## config.mk

```make
export PLATFORM = sky130hd
export DESIGN_NAME = usb_attach_ctrl
export DESIGN_NICKNAME = d
export VERILOG_FILES = /design/src/rtl/usb_attach_ctrl.sv
export SDC_FILE = /design/constraint.sdc
export NUM_CORES = 1
export LEC_CHECK = 0
export CORE_UTILIZATION = 61
export CTS_BUF_LIST = sky130_fd_sc_hd__clkbuf_8 sky130_fd_sc_hd__clkbuf_16
export CTS_CLUSTER_DIAMETER = 80
export CTS_CLUSTER_SIZE = 40
export DETAILED_ROUTE_END_ITERATION = 10
export GPL_TIMING_DRIVEN = 0
export PLACE_DENSITY = 0.84
export SYNTH_ARGS = -nofsm -noshare
export SYNTH_HDL_FRONTEND = slang
export SYNTH_SLANG_ARGS = --single-unit
```

## constraint.sdc

```tcl
create_clock -name clk -period 4.13 [get_ports clk]
set_clock_uncertainty 0.2 [all_clocks]
set_input_delay 0.413 -clock clk [delete_from_list [all_inputs] [get_ports clk]]
set_output_delay 0.413 -clock clk [all_outputs]
set_load 0.05 [all_outputs]
```

## src/rtl/usb_attach_ctrl.sv

```systemverilog
// USB D+/D- attach/detach controller: timed soft-disconnect, run-time speed swap, bus-reset/suspend detect.
// Inputs reach core_d_i/line_state after SYNC_STAGES cycles; output pin path is combinational, no backpressure.
module usb_attach_ctrl #(
  parameter int SYNC_STAGES        = 2,
  parameter int DISC_CYCLES        = 480000,
  parameter int RESET_CYCLES       = 120,
  parameter int SUSPEND_CYCLES     = 144000,
  parameter bit DEFAULT_FULL_SPEED = 1'b1
) (
  input  logic       clk,
  input  logic       reset,
  input  logic       soft_connect,
  input  logic       full_speed,
  input  logic [1:0] pin_d_i,
  output logic [1:0] pin_d_o,
  output logic       pin_d_oe,
  output logic       pullup_en,
  output logic [1:0] core_d_i,
  input  logic [1:0] core_d_o,
  input  logic       core_d_en,
  output logic       core_reset,
  output logic [1:0] line_state,
  output logic       bus_reset,
  output logic       suspended,
  output logic       mode_fs,
  output logic [1:0] state
);

  localparam int HOLD_W = $clog2(DISC_CYCLES + 1);
  localparam int SE0_W  = $clog2(RESET_CYCLES + 1);
  localparam int J_W    = $clog2(SUSPEND_CYCLES + 1);

  typedef enum logic [1:0] {
    ST_HOLD      = 2'b00,
    ST_DETACHED  = 2'b01,
    ST_ATTACHED  = 2'b10,
    ST_SUSPENDED = 2'b11
  } state_t;

  state_t            cur_st, nxt_st;
  logic [HOLD_W-1:0] hold_cnt, hold_nxt;
  logic [SE0_W-1:0]  se0_cnt, se0_nxt;
  logic [J_W-1:0]    j_cnt, j_nxt;
  logic              mode_nxt;
  logic [1:0]        sync_q [SYNC_STAGES];
  logic [1:0]        pins_s;
  logic              on_bus, count_ok, is_se0, is_j, is_k;

  // Raw pins are synchronised before the speed swap so the swap never sees metastable data.
  always_ff @(posedge clk) begin
    if (reset) begin
      for (int i = 0; i < SYNC_STAGES; i++) sync_q[i] <= 2'b00;
    end else begin
      sync_q[0] <= pin_d_i;
      for (int i = 1; i < SYNC_STAGES; i++) sync_q[i] <= sync_q[i-1];
    end
  end

  assign pins_s    = sync_q[SYNC_STAGES-1];
  assign core_d_i  = mode_fs ? pins_s : {pins_s[0], pins_s[1]};
  assign pin_d_o   = mode_fs ? core_d_o : {core_d_o[0], core_d_o[1]};
  assign on_bus    = (cur_st == ST_ATTACHED) || (cur_st == ST_SUSPENDED);
  assign pin_d_oe  = core_d_en & on_bus;
  assign pullup_en = on_bus;
  assign suspended = (cur_st == ST_SUSPENDED);
  assign core_reset = ~on_bus | bus_reset;
  assign state     = cur_st;

  always_comb begin
    line_state = 2'b10;
    if (core_d_i == 2'b00)
      line_state = 2'b00;
    else if (core_d_i == 2'b11)
      line_state = 2'b11;
    else if (core_d_i == (mode_fs ? 2'b10 : 2'b01))
      line_state = 2'b01;
  end

  assign is_se0 = (line_state == 2'b00);
  assign is_j   = (line_state == 2'b01);
  assign is_k   = (line_state == 2'b10);

  // Our own transmission (including EOP) must never look like idle or a host reset.
  assign count_ok = on_bus & soft_connect & ~pin_d_oe;

  always_comb begin
    se0_nxt = '0;
    j_nxt   = '0;
    if (count_ok && is_se0)
      se0_nxt = (se0_cnt == SE0_W'(RESET_CYCLES)) ? se0_cnt : se0_cnt + 1'b1;
    if (count_ok && is_j && cur_st == ST_ATTACHED)
      j_nxt = (j_cnt == J_W'(SUSPEND_CYCLES)) ? j_cnt : j_cnt + 1'b1;
  end

  always_comb begin
    nxt_st   = cur_st;
    hold_nxt = hold_cnt;
    mode_nxt = mode_fs;
    case (cur_st)
      ST_HOLD: begin
        if (hold_cnt == HOLD_W'(DISC_CYCLES - 1)) begin
          nxt_st   = ST_DETACHED;
          hold_nxt = '0;
        end else begin
          hold_nxt = hold_cnt + 1'b1;
        end
      end
      ST_DETACHED: begin
        hold_nxt = '0;
        if (soft_connect) begin
          mode_nxt = full_speed;
          nxt_st   = ST_ATTACHED;
        end
      end
      ST_ATTACHED: begin
        if (!soft_connect) begin
          nxt_st   = ST_HOLD;
          hold_nxt = '0;
        end else if (j_nxt == J_W'(SUSPEND_CYCLES)) begin
          nxt_st = ST_SUSPENDED;
        end
      end
      ST_SUSPENDED: begin
        if (!soft_connect) begin
          nxt_st   = ST_HOLD;
          hold_nxt = '0;
        end else if (is_se0 || is_k) begin
          nxt_st = ST_ATTACHED;
        end
      end
      default: begin
        nxt_st   = ST_HOLD;
        hold_nxt = '0;
      end
    endcase
  end

  always_ff @(posedge clk) begin
    if (reset) begin
      cur_st    <= ST_HOLD;
      hold_cnt  <= '0;
      mode_fs   <= DEFAULT_FULL_SPEED;
      se0_cnt   <= '0;
      j_cnt     <= '0;
      bus_reset <= 1'b0;
    end else begin
      cur_st    <= nxt_st;
      hold_cnt  <= hold_nxt;
      mode_fs   <= mode_nxt;
      se0_cnt   <= se0_nxt;
      j_cnt     <= j_nxt;
      bus_reset <= (se0_nxt == SE0_W'(RESET_CYCLES));
    end
  end

endmodule
```

==> results.json <==
{
  "synth-simple-area-share": 0.333,
  "synth.top_cells.by_area": "dfxtp_1, nor2_1, xnor2_1",
  "row_count": 23,
  "coreArea_um2": 4060,
  "antenna_left": 0,
  "root_buffer": "clkbuf_8",
  "reg2reg_depth": 9,
  "syn_inst": 321,
  "netlist.area_leader.share": 0.396,
  "max-cap-violations": 0,
  "dieWidth_um": 67.6,
  "grt_pass1_vias": 2009,
  "min_from": "sync_q[0][1]",
  "gr-usage-met2": 0.429,
  "p_comb_frac": 0.043,
  "grt_overflow": 0,
  "place_hpwl_um": 3790,
  "path_clk_slew_ps": 90,
  "grt_use_met1": 0.304,
  "tightestPinTransition_ps": 496,
  "port_buffers": 22,
  "status": "complete, no violations",
  "cp.arrival_ps": 2540,
  "crit_path_max_incr_delay_ps": 400,
  "hold_path_class": "reg -> reg",
  "ys_seq_area_frac": 0.396,
  "io_pins": 23,
  "area_growth_pct": 15.0,
  "hold_buffers": 0,
  "synth_area_um2": 2630,
  "timing.slew.headroom": 0.668,
  "grt_max_degree": 17,
  "drt_iter0_drc": 141,
  "clk_latency_ps": 310,
  "cts.repair.resized": 0,
  "clock_path_buffers": 2,
  "r2r-end": "state[0]",
  "synth_fp_nets": 335,
  "yosys.area.top_type": "dfxtp_1",
  "synth-seq-cells": 52,
  "synth-xor-area-share": 0.120,
  "swShare": 0.215,
  "route.detailed.wl_per_inst_um": 13.2,
  "ys.flop_type": "dfxtp_1",
  "r2r_slack_ps": 1620,
  "fin_tns_setup_ps": 0,
  "p_int_uw": 703,
  "drive_gt1_frac": 0.0798,
  "hold_end": "sync_q[0][3]",
  "critical_path_class": "reg -> reg",
  "p_switching_uw": 192,
  "postCtsSetupRepairBufs": 0,
  "synthArstFlopShare": 0,
  "synth_commonest_cells": "nor2_1, dfxtp_1, nand2_1",
  "crit_slowest_cell": "dfxtp_1",
  "dr.pass1.iters": 4,
  "power_uw": 895,
  "timing.fmax_mhz": 398,
  "share_seq_of_total_power": 0.569,
  "instances_no_fill": 401,
  "reg2reg_from": "j_cnt[0]",
  "p_per_area_nw_per_um2": 296,
  "antenna_found_initial": 0,
  "critPathMostFrequentCell": "a21oi_1",
  "synthMuxAreaShare": 0.0286,
  "cts_tree": "yes",
  "grt_first_pass_wirelength_um": 8610,
  "rsz0062_at_grt": "false",
  "fin_area_um2": 3020,
  "synth.most_common_cell": "nor2_1",
  "start_util": 0.647,
  "critPathLaunch": "j_cnt[0]",
  "vdd_drop_max_v": 0.000259,
  "drc_errors": 0,
  "gp_congestion": 0.899,
  "setup.worst_path.start_class": "flip-flop",
  "crit_chain": "ha_1 -> buf_2 -> or3_1 -> a21oi_1 -> a21oi_1 -> nor4b_1 -> nand3b_1 -> o31a_1 -> a211oi_1",
  "hold-path-cell-count": 1,
  "synth_edf_count": 0,
  "place_inst": 393,
  "placed_area_um2": 2910,
  "maxSlewViolCount": 0,
  "drt-total-wl_um": 5280,
  "htree_levels": 2,
  "yosysUniqueCellTypes": 45,
  "hold_viol_final": 0,
  "end_kind": "flip-flop",
  "p_clk_frac": 0.387,
  "viasPerCell": 5.64,
  "p_leak_nw": 1.05,
  "clock_sinks": 52,
  "synth_compound_area_frac": 0.0615,
  "final.period_utilization": 0.608,
  "syn_area_per_cell_um2": 8.18,
  "grtUsageMet3": 0.0574,
  "grt.busiest_layer": "met2",
  "fp.dieArea_um2": 4570,
  "synth_top_family_by_area": "simple AND/OR/NAND/NOR gates",
  "cp_max_fo": 10,
  "grtUsageTotal": 0.250,
  "cp.required_ps": 4160,
  "vias": 2260,
  "synthAdderAreaFrac": 0.0238,
  "nets": 364,
  "cts_made_buffers": 5,
  "insertedDiodeCount": 0,
  "fin_util": 0.744,
  "setup_viol": 0,
  "dieHeight_um": 67.6,
  "min_period_ps": 2510,
  "yosys_warnings": 0
}
[worst max path at each step]
stage,to,slack [ps],depth (start not counted)
floorplan,state[0],1810,7
global placement,j_cnt[16],1390,7
detailed placement,j_cnt[7],1350,7
CTS,hold_cnt[5],1610,8
global route,state[0],1400,9
finish,state[0],1620,9
[logic make-up (layout without fill, tap and decap cells)]
logic type | Yosys count | in the layout
XOR/XNOR | 36 | 36
buffers and inverters | 23 | 53
flip-flops | 52 | 52
AND/OR/NAND/NOR | 171 | 171
multiplexers | 7 | 7
adder cells (fa/ha/maj) | 5 | 5
AO/OA/AOI/OAI | 27 | 27
[layout by cell type, fill, tap and decap left out, types with 2 or more instances in the layout]
master,count
nor2_1,60
dfxtp_1,52
nand2_1,26
clkdlybuf4s50_1,22
nand3_1,18
xnor2_1,18
xor2_1,18
nand4_1,12
a21oi_1,12
inv_1,10
buf_2,7
and3_1,7
clkbuf_1,6
nor3_1,6
nor4_1,6
nor2b_1,5
ha_1,5
clkbuf_8,5
mux2_2,4
and2_1,4
o21ai_0,4
nor4b_1,4
nand2b_1,3
or3_1,3
mux2i_1,3
or2_2,2
nand3_2,2
o22ai_1,2
nand3b_1,2
nor3_2,2
nor3b_1,2
[routing by layer]
layer	vias to the layer above	share of wire
met5	-	0
met3	9	0.044
met1	1051	0.48
li1	1155	-
met2	45	0.46
met4	0	0.015
[through the flow]
step                hold WS, ps  worst slack [ps]
floorplan                   214              1810
global placement            217              1390
detailed placement          230              1350
CTS                         251              1610
global route                270              1400
finish                      250              1620
[power groups by stage]
stage               combinational, mW  sequential [mW]  clock (mW)
CTS                            0.0392            0.509       0.353
global placement               0.0383            0.521           0
finish                         0.0389            0.509       0.347
detailed placement             0.0390            0.521           0
global route                   0.0423            0.510       0.373
floorplan                      0.0225            0.520           0
[cell type report]
class                           instances  area, µm²
Buffer                                 13       57.6
Clock buffer                            5       68.8
Clock inverter                          3       42.5
Fill cell                             321       1040
Inverter                               10       37.5
Multi-Input combinational cell        246       1490
Sequential cell                        52       1040
Tap cell                               50       62.6
Timing Repair Buffer                   22        220
[worst max-delay path, delay by kind of cell, from the launching register on]
family / cells / cell delay (ps)
fa+ha+maj: 1 / 220
buf+inv: 1 / 180
compound gates: 4 / 640
flops: 1 / 400
simple gates: 3 / 790
[registers in the layout, summed over array words and instances (netlist names)]
name,cells
j_cnt,18
state,2
hold_cnt,19
sync_q,4
mode_fs,1
se0_cnt,7
bus_reset,1
Note: power is estimated with default switching activity, not from simulation.
